===== src/rtl/adc_conv_sequencer.sv =====
// adc_conv_sequencer: periodic ADC scheduler issuing convst, a fixed conversion wait,
// then a req/ack readout, repeated at a programmable period for a finite or endless run.
module adc_conv_sequencer #(
    parameter int CNT_WIDTH        = 32,
    parameter int CONVST_CYCLES    = 2,
    parameter int CONV_WAIT_CYCLES = 100
) (
    input  logic                 clk,
    input  logic                 reset,
    input  logic                 enable,
    input  logic [CNT_WIDTH-1:0] period,
    input  logic [CNT_WIDTH-1:0] num_samples,
    output logic                 convst,
    output logic                 read_req,
    input  logic                 read_ack,
    input  logic                 read_done,
    output logic                 busy,
    output logic                 done,
    output logic                 overrun,
    output logic [CNT_WIDTH-1:0] sample_count
);
    typedef enum logic [2:0] {
        S_IDLE, S_CONVST, S_CONV_WAIT, S_READ_REQ, S_READ_WAIT, S_PERIOD_WAIT
    } state_t;

    localparam logic [CNT_WIDTH-1:0] CS_LAST = CNT_WIDTH'(CONVST_CYCLES - 1);
    localparam logic [CNT_WIDTH-1:0] CW_LAST = CNT_WIDTH'(CONV_WAIT_CYCLES == 0 ? 0 : CONV_WAIT_CYCLES - 1);

    state_t               state, next_state;
    logic                 enable_q, start, tick, missed, reload, last_sample, finish_run;
    logic [CNT_WIDTH-1:0] phase, ptmr, per_q, num_q, per_src, per_m1;

    assign start       = state == S_IDLE && enable && !enable_q;
    assign tick        = state != S_IDLE && ptmr == '0;
    assign missed      = tick && state != S_PERIOD_WAIT && !(state == S_READ_WAIT && read_done);
    assign last_sample = num_q != '0 && sample_count + 1'b1 == num_q;
    // the period timer counts down to zero, so load max(period,1)-1
    assign per_src     = start ? period : per_q;
    assign per_m1      = per_src == '0 ? '0 : per_src - 1'b1;
    assign reload      = tick || (next_state == S_CONVST && state != S_CONVST);

    always_comb begin
        next_state = state;
        finish_run = 1'b0;
        convst     = state == S_CONVST;
        read_req   = state == S_READ_REQ;
        busy       = state != S_IDLE;
        case (state)
            S_IDLE:        next_state = start ? S_CONVST : S_IDLE;
            S_CONVST:      next_state = phase != CS_LAST ? S_CONVST :
                                        CONV_WAIT_CYCLES == 0 ? S_READ_REQ : S_CONV_WAIT;
            S_CONV_WAIT:   next_state = phase == CW_LAST ? S_READ_REQ : S_CONV_WAIT;
            S_READ_REQ:    next_state = read_ack ? S_READ_WAIT : S_READ_REQ;
            S_READ_WAIT: begin
                finish_run = read_done && last_sample;
                next_state = !read_done ? S_READ_WAIT :
                             (last_sample || !enable) ? S_IDLE :
                             tick ? S_CONVST : S_PERIOD_WAIT;
            end
            S_PERIOD_WAIT: next_state = !enable ? S_IDLE : tick ? S_CONVST : S_PERIOD_WAIT;
            default:       next_state = S_IDLE;
        endcase
    end

    always_ff @(posedge clk) begin
        if (reset) begin
            state        <= S_IDLE;
            enable_q     <= 1'b1;
            phase        <= '0;
            ptmr         <= '0;
            per_q        <= '0;
            num_q        <= '0;
            sample_count <= '0;
            overrun      <= 1'b0;
            done         <= 1'b0;
        end else begin
            state        <= next_state;
            enable_q     <= enable;
            done         <= finish_run;
            phase        <= (next_state != state || state == S_IDLE) ? '0 : phase + 1'b1;
            ptmr         <= reload ? per_m1 : state == S_IDLE ? ptmr : ptmr - 1'b1;
            per_q        <= start ? period : per_q;
            num_q        <= start ? num_samples : num_q;
            sample_count <= start ? '0 :
                            (state == S_READ_WAIT && read_done) ? sample_count + 1'b1 : sample_count;
            overrun      <= start ? 1'b0 : overrun | missed;
        end
    end
endmodule


===== config.mk =====
export PLATFORM = sky130hd
export DESIGN_NAME = adc_conv_sequencer
export DESIGN_NICKNAME = d
export VERILOG_FILES = /design/src/rtl/adc_conv_sequencer.sv
export SDC_FILE = /design/constraint.sdc
export NUM_CORES = 1
export LEC_CHECK = 0
export BUFFER_PORTS_ARGS = -buffer_cell sky130_fd_sc_hd__buf_4
export CAP_MARGIN = 0
export CORE_UTILIZATION = 50
export DETAILED_ROUTE_END_ITERATION = 6
export PLACE_DENSITY_LB_ADDON = 0.05
export SETUP_SLACK_MARGIN = 0.02
export SLEW_MARGIN = 5
export SYNTH_ARGS = -nofsm -noshare
export SYNTH_HDL_FRONTEND = slang
export SYNTH_SLANG_ARGS = --single-unit

===== constraint.sdc =====
create_clock -name clk -period 5 [get_ports clk]
set_input_delay 0.75 -clock clk [delete_from_list [all_inputs] [get_ports clk]]
set_output_delay 0.75 -clock clk [all_outputs]
set_load 0.1 [all_outputs]

After elaboration in Yosys (flattened, before gate mapping)
Index checks and enable logic that the tools add are counted.

Logic and storage cells: 64. Output and inout bits: 37. Bits in registers: 166. Input bits: 69.

Equality and inequality tests: 13. Bitwise logic cells: 2. Reductions and logical operators: 23. Mux-type cells: 13. $add $sub $neg: 4.

Operators with widths (number): $mux W32 (4); $add A32 B1 Y32 const B (2); $logic_not A32 Y1 (2); $sub A32 B1 Y32 const B (2); $eq A32 B32 Y1 (1); $eq A32 B7 Y1 const B (1); $ne A32 B1 Y1 const B (1); $reduce_bool A32 Y1 (1); $pmux W3 S6 (1); $mux W3 (5); $logic_and A1 B1 Y1 (9); $eq A3 B1 Y1 const B (2); $eq A3 B2 Y1 const B (2); $eq A3 B3 Y1 const B (2); $reduce_or A2 Y1 (3); $logic_not A1 Y1 (3); $logic_not A3 Y1 (1); $logic_or A1 B1 Y1 (3); $ne A3 B1 Y1 const B (1); $ne A3 B3 Y1 (1); $ne A3 B3 Y1 const B (1); $reduce_bool A3 Y1 (1); $mux W1 (2); $mux W2 (1); 3 further kinds (3).

Longest topological paths before layout
Gate-level depths: netlist of run 1.

Word-level depth: 11. Depth in mapped cells: 15. Depth with buffers taken out: 10.

Worst setup path before layout of run 1
Ideal clock, no wire load.

Path kind: flip-flop to flip-flop. Start: register state[0]. End: register phase[10]. Clock period less this slack: 4.389 ns. Setup slack: 0.611 ns. Cell stages (with the launch flop): 9. Data required time: 4.921 ns. Data arrival time: 4.310 ns. Library setup time: 0.079 ns. Buffers on the path: 2. Cells stage by stage: dfxtp_1 clkbuf_1 nor3b_1 a221oi_2 xnor2_1 a2111oi_4 buf_2 nand2_1 a211oi_2.

Elaborated cells between the ends (all ways): 19. Classes of those cells: eq/ne (6); mux (6); reduce/logical (7).

RTL lines: start: declaration (RTL line 29) `state_t state, next_state;`; start signal: assignment (RTL line 77) `state <= next_state;`; $eq A3 B1 Y1; net convst (RTL line 13) `output logic convst,`; $pmux W3 S6 (RTL line 48) `case (state)`; $ne A3 B3 Y1 (RTL line 80) `phase <= (next_state != state || state == S_IDLE) ? '0 : phase + 1'b1;`; $logic_or A1 B1 Y1 (RTL line 80); $reduce_or A2 Y1 (no line); end signal: assignment (RTL line 80); end: declaration (RTL line 31) `logic [CNT_WIDTH-1:0] phase, ptmr, per_q, num_q, per_src, per_m1;`.

The timed path passes the listed nets, and every way through them passes these cells. A chain may end at the register's enable or synchronous reset.

Worst setup path in the final report of run 1
Start: register sample_count[0]. End: register phase[0].

Word-level cells in the longest chain between the ends: 10.

Ends and longest elaborated chain: start: declaration (RTL line 20) `output logic [CNT_WIDTH-1:0] sample_count`; start signal: assignment (RTL line 84) `sample_count <= start ? '0 :`; $add A32 B1 Y32 (RTL line 36) `assign last_sample = num_q != '0 && sample_count + 1'b1 == num_q;`; $eq A32 B32 Y1 (RTL line 36); $logic_and A1 B1 Y1 (RTL line 36); $logic_or A1 B1 Y1 (RTL line 57) `(last_sample || !enable) ? S_IDLE :`; $mux W3 (RTL line 57); $mux W3 (RTL line 56) `next_state = !read_done ? S_READ_WAIT :`; $pmux W3 S6 (RTL line 48); $ne A3 B3 Y1 (RTL line 80); $logic_or A1 B1 Y1 (RTL line 80); $reduce_or A2 Y1 (no line).

Every way passes these cells.

==> results of run 1 <==
[final cells by class]
| type | count | area share |
|---|---|---|
| Multi-Input combinational cell | 974 | 0.5458 |
| Sequential cell | 166 | 0.2919 |
| Timing Repair Buffer | 118 | 0.07777 |
| Clock buffer | 22 | 0.04163 |
| Tap cell | 265 | 0.02911 |
| Clock inverter | 10 | 0.01054 |
| Inverter | 10 | 0.003295 |
[stage by stage]
stage / hold WS, ns / worst slack [ns]
floorplan: 0.4563 / 0.6109
global placement: 0.4729 / 1.195
detailed placement: 0.4799 / 1.120
CTS: 0.4895 / 1.119
global route: 0.5070 / 0.9085
finish: 0.4867 / 1.093
[final timing paths]
check,start,end,cells past startpoint
max,sample_count[0]$_SDFFE_PP0P_,phase[0]$_SDFF_PP0_,10
min,per_q[11]$_SDFF_PP0_,per_q[11]$_SDFF_PP0_,2
max reg2reg,sample_count[0]$_SDFFE_PP0P_,phase[0]$_SDFF_PP0_,10
min reg2reg,per_q[11]$_SDFF_PP0_,per_q[11]$_SDFF_PP0_,2
[power groups by stage]
stage,combinational [mW],clock (mW),sequential (mW)
floorplan,0.408,0,1.44
global placement,0.551,0,1.45
detailed placement,0.554,0,1.45
CTS,0.558,1.35,1.42
global route,0.617,1.41,1.43
finish,0.556,1.32,1.42
[state kept, by name, summed over array words and instances (netlist names)]
register and count:
done 1, enable_q 1, num_q 32, overrun 1, per_q 32, phase 32, ptmr 32, sample_count 32
state 3
[layer usage]
metal	part of all wire	routed length, um	GRT usage	up-vias
met5	0	0	0	-
met4	0.015	389	0.06791	0
met3	0.043	1095	0.04628	26
met2	0.47	12120	0.4389	175
met1	0.47	12130	0.3348	4177
li1	-	-	-	4459
[worst max-delay path, stage by stage, from the launching register on]
cell and delay (ns):
dfxtp_1 0.47, ha_1 0.32, nand4_4 0.20, or4_4 0.61, nor4_1 0.30, mux2_2 0.36
a211o_1 0.24, or3_1 0.39, o31ai_4 0.18, buf_4 0.49, a211oi_1 0.16
[kinds of logic after synthesis]
logic type / Yosys count / share of synthesized area
adder cells (fa/ha/maj): 5 / 0.006304
multiplexers: 27 / 0.02748
buffers and inverters: 80 / 0.04009
AND/OR/NAND/NOR: 575 / 0.2910
XOR/XNOR: 159 / 0.1403
AO/OA/AOI/OAI: 208 / 0.1600
flip-flops: 166 / 0.3348
[cell usage in the layout, fill, tap and decap left out, types with 7 or more instances in the layout]
| cell type | n |
|---|---|
| nor2b_1 | 9 |
| nor4_1 | 42 |
| xor2_1 | 56 |
| xnor2_1 | 103 |
| buf_4 | 118 |
| dfxtp_1 | 165 |
| nand4_1 | 17 |
| a211oi_2 | 32 |
| nand3_1 | 45 |
| a21oi_1 | 64 |
| mux2i_1 | 25 |
| o2111ai_1 | 7 |
| nor3_1 | 48 |
| or3_1 | 23 |
| inv_1 | 10 |
| o21ai_0 | 25 |
| and3_1 | 13 |
| or4_1 | 7 |
| nand2b_1 | 14 |
| nor2_1 | 102 |
| clkbuf_16 | 17 |
| o31ai_1 | 20 |
| nand2_1 | 200 |
| and2_1 | 11 |
==> out/results.txt, run 1 <==
Synth cell count leaders: nand2_1, dfxtp_1, nor2_1, xnor2_1, a21oi_1
Largest net degree at the start of global routing: 56
Clock power share: 0.401
Final Setup Violations: 0
Ys async rst share: 0
Non-filler instance count after layout: 1565
Max Freq: 0.2560 GHz
Antenna violations before repair: 0
Detail Route Antenna Nets: 0
Clk sinks: 166
Vias in the first global route: 8329
Max-slew violation count: 0
Power share of the combinational group: 0.168
Initial Utilization: 0.5099
Resize count post-CTS: 0
Drt wl/cell: 16.45 um
Die area: 0.02042 mm^2
Top Ports: 106
Total power draw: 3.303 mW
First-pass DRT Iterations: 5
Post-synth EDFFs: 0
Routability Congestion: 0.8832
TritonCTS Buffers: 17
Synthesized instance count: 1220
Period utilization: 0.7814
Switching Fraction: 0.2790
Vias: 8837
Crit path kind: reg -> reg
Final global-route overflow total: 0
Diodes inserted: 0
Unrepaired setup endpoints after global routing: no
Post-Syn Area per Cell: 8.135 um^2
Startpoint Class: register
Leakage power: 4.190 nW
Row cnt: 51
# hold bufs at CTS: 0
Max H-tree Level: 4
Fin. Hold Viols: 0
Register area: 0.003324 mm^2
Min-Delay Path Class: reg -> reg
Synth Net Count: 1294
Cell taking the most area after synthesis: dfxtp_1
Synth cell types: 72
Bufs on Longest Clock Path: 2
Critical path arrival: 4.19 ns
Slew HR: 0.2655
Drt drc: 0
Die X: 142.9 um
Vias per cell: 5.647
CP required: 5.28 ns
Slew @ Worst Pin: 1.093 ns
Setup TNS: 0 ns
Core Util, Final: 0.5853
Post-CTS setup buffers: 0
Reg2reg setup slack: 1.09 ns
Reg clk slew, reported paths: 0.07 ns
Clock insertion delay at the later pin of the skew report: 0.43 ns
Placed cell count: 1533
Area of the multi-input gates: 0.006217 mm^2
Post-route cell area: 0.01139 mm^2
CTS tree: done
Synth warn: 0
Part of the power in registers: 0.431
Max FO, Critical Path: 33
Port Buffer Count: 105
Final min period: 3.907 ns
Max rail drop VDD: 228.2 uV
CTS root buf: clkbuf_16
GRT Util Overall: 0.2580
Detailed placement HPWL: 18160 um
Core Box Area: 0.01946 mm^2
Sequential share of the synthesized area: 0.3348
DRT iter0 DRCs: 421
Skew final: 0.01125 ns
First-pass GRT wire length: 41790 um
Drt total wl: 25740 um
Yosys reg bits: 166
Run status: finished clean
Post-DP Area: 0.01080 mm^2
Max_cap viols: 0
Nets: 1361
Top post-synthesis cells by area: dfxtp_1, xnor2_1, nand2_1, xor2_1, a211oi_2
Die outline height: 142.9 um
Endpoint class of the critical path: register
Filler cells: 1874
Synthesized cell area: 0.009925 mm^2
Area Growth Syn to Fin: 14.78%
Internal cell power: 2.381 mW
P_sw: 0.9214 mW
Share of cells above drive strength 1: 0.1646
Most used standard cell by instance count after synthesis: nand2_1
Ys flop type: dfxtp_1
Power Dens Cells: 290.0 mW/mm^2
Synth top area share: 0.3348
No activity file was read; power rests on OpenSTA's default activity.
==> run 2: changes to the inputs <==
Clock period 5 ns to 3.5 ns, I/O delays scaled along.
==> run 2 against run 1 <==
- clock skew is 0.0010 ns higher
- utilization grew 0.95 points
- non-clock buffer count up 11
- via count up 0.66%
- first-iteration DRC count is 10% higher
- clock-buffer cell count is 1 lower
- critical endpoint is now phase[10]$_SDFF_PP0_
- clock power up 38%
- worst setup slack worse by 0.84 ns
- largest power group unchanged
- sequential power up 42%
- worst hold slack lost 0.15 ns
- design area is 1.6% higher
- die area stayed put
- largest cell class unchanged
==> out/results.txt, run 2 (synthesis gave the netlist of run 1 again) <==
Run status: finished clean
CTS root buf: clkbuf_16
Initial Utilization: 0.5099
Vias: 8895
Hold WS: 0.3350 ns
Max Freq: 0.3078 GHz
Share of cells above drive strength 1: 0.1892
Filler cells: 1803
Post-CTS setup buffers: 0
Setup crit end: phase[10]$_SDFF_PP0_
Crit path kind: reg -> reg
Drt drc: 0
Power Dens Cells: 402.5 mW/mm^2
Max-slew violation count: 0
Die outline height: 142.9 um
Slew @ Worst Pin: 0.8933 ns
Core Box Area: 0.01946 mm^2
Reg2Reg Depth: 9
Top Ports: 106
Critical Path Start: sample_count[11]$_SDFFE_PP0P_
Unrepaired setup endpoints after global routing: no
Die X: 142.9 um
FF-to-FF Start: sample_count[11]$_SDFFE_PP0P_
FF-to-FF End: phase[10]$_SDFF_PP0_
Reg clk slew, reported paths: 0.07 ns
Resize count post-CTS: 0
First-pass GRT wire length: 42670 um
Drt total wl: 26550 um
Min-Delay Path Class: in -> reg
Max FO, Critical Path: 33
CTS tree: done
Routability Congestion: 0.8669
First-pass DRT Iterations: 5
GRT Util Overall: 0.2674
Drt wl/cell: 16.84 um
Final Setup Violations: 0
Non-filler instance count after layout: 1576
Antenna violations before repair: 0
Leakage power: 4.265 nW
Clk sinks: 166
Max H-tree Level: 4
Area Growth Syn to Fin: 16.63%
Vias per cell: 5.644
# hold bufs at CTS: 0
Die area: 0.02042 mm^2
Post-DP Area: 0.01102 mm^2
Diodes inserted: 0
Period utilization: 0.9283
Fin. Hold Viols: 0
Internal cell power: 3.269 mW
Most frequent cells in the layout: nand2_1, dfxtp_1, buf_4
Skew final: 0.01229 ns
Max_cap viols: 0
Switching Fraction: 0.2984
Reg2reg setup slack: 0.25 ns
CP required: 3.79 ns
Placed cell count: 1544
Final min period: 3.249 ns
Bufs on Longest Clock Path: 2
Commonest non-fill, non-tap cell in the layout: nand2_1
Detailed placement HPWL: 19400 um
Endpoint class of the critical path: register
Post-route cell area: 0.01157 mm^2
Startpoint Class: register
Clock insertion delay at the later pin of the skew report: 0.43 ns
Slew HR: 0.4045
Detail Route Antenna Nets: 0
Critical path arrival: 3.54 ns
Setup TNS: 0 ns
Final global-route overflow total: 0
TritonCTS Buffers: 17
Row cnt: 51
Max rail drop VDD: 318.5 uV
Largest net degree at the start of global routing: 80
Nets: 1372
Port Buffer Count: 105
Power share of the combinational group: 0.177
Vias in the first global route: 8153
Clock power share: 0.390
DRT iter0 DRCs: 465
Part of the power in registers: 0.433
P_sw: 1.390 mW
run 2: cell count changes in the layout (fill, tap and decap cells not counted), sizes merged:
cell	before	now
buf	118	129
bufinv	2	0
clkbuf	22	21
clkinvlp	2	1
inv	12	16
run 2: cell type report:
cell class | count | area (um^2) | share of cell area
flip-flops and latches | 166 | 3388 | 0.2927
well taps | 265 | 331.6 | 0.02865
inverters | 10 | 37.54 | 0.003243
multi-input cells | 974 | 6241 | 0.5392
clock buffers | 21 | 470.5 | 0.04064
repair buffers | 129 | 1018 | 0.08799
clock inverters | 11 | 87.58 | 0.007567
run 2: per-layer routing:
metal | GRT usage | vias to the layer above | wire [um] | share of wire
met2 | 0.4489 | 193 | 12760 | 0.48
met4 | 0.08376 | 0 | 601 | 0.023
met5 | 0 | - | 0 | 0
met1 | 0.3459 | 4171 | 12230 | 0.46
li1 | - | 4496 | - | -
met3 | 0.04963 | 35 | 955 | 0.036
run 2: power groups by stage:
stage | registers, mW | clock network (mW) | logic (mW)
floorplan | 2.05 | 0 | 0.584
global placement | 2.06 | 0 | 0.818
detailed placement | 2.06 | 0 | 0.822
CTS | 2.02 | 1.84 | 0.827
global route | 2.03 | 1.94 | 0.910
finish | 2.02 | 1.82 | 0.824
run 2: critical path, stage by stage, from the launching register on:
cell	delay (ns)
dfxtp_4	0.40
nand4_2	0.18
or4_4	0.56
nor4_2	0.29
mux2_2	0.36
a211o_1	0.23
or3_1	0.40
o31ai_4	0.29
buf_12	0.27
a211oi_2	0.10
run 2: worst min-delay path by stage:
stage | startpoint | endpoint | depth (start not counted)
floorplan | per_q[15]$_SDFF_PP0_ | per_q[15]$_SDFF_PP0_ | 2
CTS | num_samples[12] | num_q[12]$_SDFFE_PP0P_ | 3
finish | num_samples[12] | num_q[12]$_SDFFE_PP0P_ | 3
global route | num_samples[12] | num_q[12]$_SDFFE_PP0P_ | 3
global placement | per_q[15]$_SDFF_PP0_ | per_q[15]$_SDFF_PP0_ | 2
detailed placement | per_q[17]$_SDFF_PP0_ | per_q[17]$_SDFF_PP0_ | 2
run 2: through the flow:
| step | setup WS (ns) | power (mW) | util |
|---|---|---|---|
| global placement | 0.2911 | 2.876 | 0.5661 |
| detailed placement | 0.2516 | 2.882 | 0.5661 |
| CTS | 0.2364 | 4.689 | 0.5947 |
| global route | 0.05552 | 4.875 | 0.5947 |
| floorplan | 0.04503 | 2.630 | - |
| finish | 0.2511 | 4.659 | 0.5947 |
==> run 3: changes to the inputs <==
Settings changed: CORE_UTILIZATION 50 to 44.
==> run 3 against run 2 <==
- the flow now finishes with violations (DRC)
- critical endpoint is now phase[24]$_SDFF_PP0_
- worst setup slack lost 0.052 ns
- combinational power about the same
- design area rose by 0.79%
==> out/results.txt, run 3 (synthesis gave the netlist of run 1 again) <==
Clk sinks: 166
Period utilization: 0.9430
Top Ports: 106
Crit path kind: reg -> reg
CP max-delay cell: or4_4
Max Freq: 0.3030 GHz
Reg2reg setup slack: 0.20 ns
Skew final: 0.01193 ns
Largest net degree at the start of global routing: 80
Setup crit end: phase[24]$_SDFF_PP0_
Vias per cell: 5.592
Total power draw: 4.756 mW
Clock insertion delay at the later pin of the skew report: 0.43 ns
Slew HR: 0.3889
Setup TNS: 0 ns
Met3 WL: 1210 um
Post-CTS setup buffers: 0
Vias in the first global route: 8396
Vias: 8919
Most frequent cells in the layout: nand2_1, dfxtp_1, buf_4
FF-to-FF Start: sample_count[11]$_SDFFE_PP0P_
Critical path arrival: 3.57 ns
Core Box Area: 0.02196 mm^2
Reg2Reg Depth: 9
Min-Delay Path Class: in -> reg
Die X: 152.2 um
CP required: 3.77 ns
GRT Util Overall: 0.2351
Detail Route Antenna Nets: 0
Drt total wl: 26910 um
Commonest non-fill, non-tap cell in the layout: nand2_1
Antenna violations before repair: 1
Row cnt: 54
CTS root buf: clkbuf_16
Max FO, Critical Path: 33
Buf/Inv on CP: 1
Leakage power: 4.298 nW
Drt drc: 16
Unrepaired setup endpoints after global routing: no
Drt wl/cell: 16.87 um
Final setup margin: 0.1994 ns
Max_cap viols: 0
CTS tree: done
CP Cell Sequence: nand4_2, or4_4, nor4_2, mux2_2, a211o_1, or3_1, o31ai_4, buf_12, a211oi_2
Startpoint Class: register
Run status: complete, but fails checks
Initial Utilization: 0.4520
CP delay by family, top: simple AND/OR/NAND/NOR gates
Area Growth Syn to Fin: 17.55%
DP Worst Slack: 0.2198 ns
Detailed placement HPWL: 19390 um
FF-to-FF End: phase[24]$_SDFF_PP0_
Bufs on Longest Clock Path: 2
TritonCTS Buffers: 17
Reg clk slew, reported paths: 0.07 ns
Core Util, Final: 0.5313
Hold WS: 0.3342 ns
Metal2 WL: 12300 um
Nets: 1377
Resize count post-CTS: 0
Critical Path Start: sample_count[11]$_SDFFE_PP0P_
Share of cells above drive strength 1: 0.1918
WL met1: 13070 um
Final global-route overflow total: 0
Die outline height: 152.2 um
Failing checks: DRC
Final Setup Violations: 0
Die area: 0.02316 mm^2
DRT iter0 DRCs: 509
CP max stage delay: 0.56 ns
Top Metal Used: met4
Endpoint class of the critical path: register
First-pass DRT Iterations: 7
# hold bufs at CTS: 0
Fin. Hold Viols: 0
Max-slew violation count: 0
Port Buffer Count: 105
Final min period: 3.301 ns
Slew @ Worst Pin: 0.9166 ns
Power Dens Cells: 407.6 mW/mm^2
Routability Congestion: 0.8870
First-pass GRT wire length: 43920 um
Critical path depth: 9
Max H-tree Level: 4
Max rail drop VDD: 297.9 uV
run 3: cell count changes in the layout (fill, tap and decap cells not counted), moves of 2 or more:
| cell | before | now |
|---|---|---|
| clkbuf_8 | 3 | 1 |
| bufinv_16 | 0 | 2 |
| buf_4 | 125 | 130 |
| inv_6 | 6 | 1 |
run 3: area by class of cell:
| cell class | count | area, um^2 |
|---|---|---|
| Clock buffer | 20 | 467.9 |
| Inverter | 10 | 37.54 |
| Timing Repair Buffer | 134 | 1056 |
| Fill cell | 2145 | 10290 |
| Antenna cell | 1 | 2.502 |
| Sequential cell | 166 | 3388 |
| Tap cell | 280 | 350.3 |
| Multi-Input combinational cell | 974 | 6242 |
| Clock inverter | 10 | 121.4 |
run 3: metal layers:
layer | global-route usage | up-vias
met1 | 0.3219 | 4208
met2 | 0.3827 | 169
met4 | 0.06122 | 0
met3 | 0.03896 | 23
li1 | - | 4519
met5 | 0 | -
run 3: worst min-delay path by stage:
stage	startpoint	endpoint	slack (ns)	cells past startpoint
5_1_grt	enable	enable_q$_SDFF_PP1_	0.33	2
4_1_cts	enable	enable_q$_SDFF_PP1_	0.33	2
3_5_place_dp	per_q[4]$_SDFF_PP0_	per_q[4]$_SDFF_PP0_	0.47	2
3_3_place_gp	per_q[15]$_SDFF_PP0_	per_q[15]$_SDFF_PP0_	0.47	2
2_1_floorplan	per_q[15]$_SDFF_PP0_	per_q[15]$_SDFF_PP0_	0.46	2
6_report	enable	enable_q$_SDFF_PP1_	0.33	2
run 3: metrics by stage:
step,cells,cell area [um^2]
after floorplan,1220,10020
after global placement,1564,11070
after detailed placement,1564,11070
after CTS,1594,11660
after global routing,1594,11660
final,1595,11670
run 3: worst register-to-register path, delay by kind of cell (launching register included):
kind	cells	cell delay, ns
simple gates	4	1.44
flops	1	0.41
mux	1	0.37
compound gates	3	0.66
buf+inv	1	0.27
run 3: power by group:
group          internal [mW]  leakage [nW]  switching (mW)  total, mW
Sequential              1.95          1.36          0.0702       2.02
Clock                   1.11         0.284           0.802       1.91
Combinational          0.341          2.65           0.483      0.825
Total                   3.40          4.30            1.36       4.76
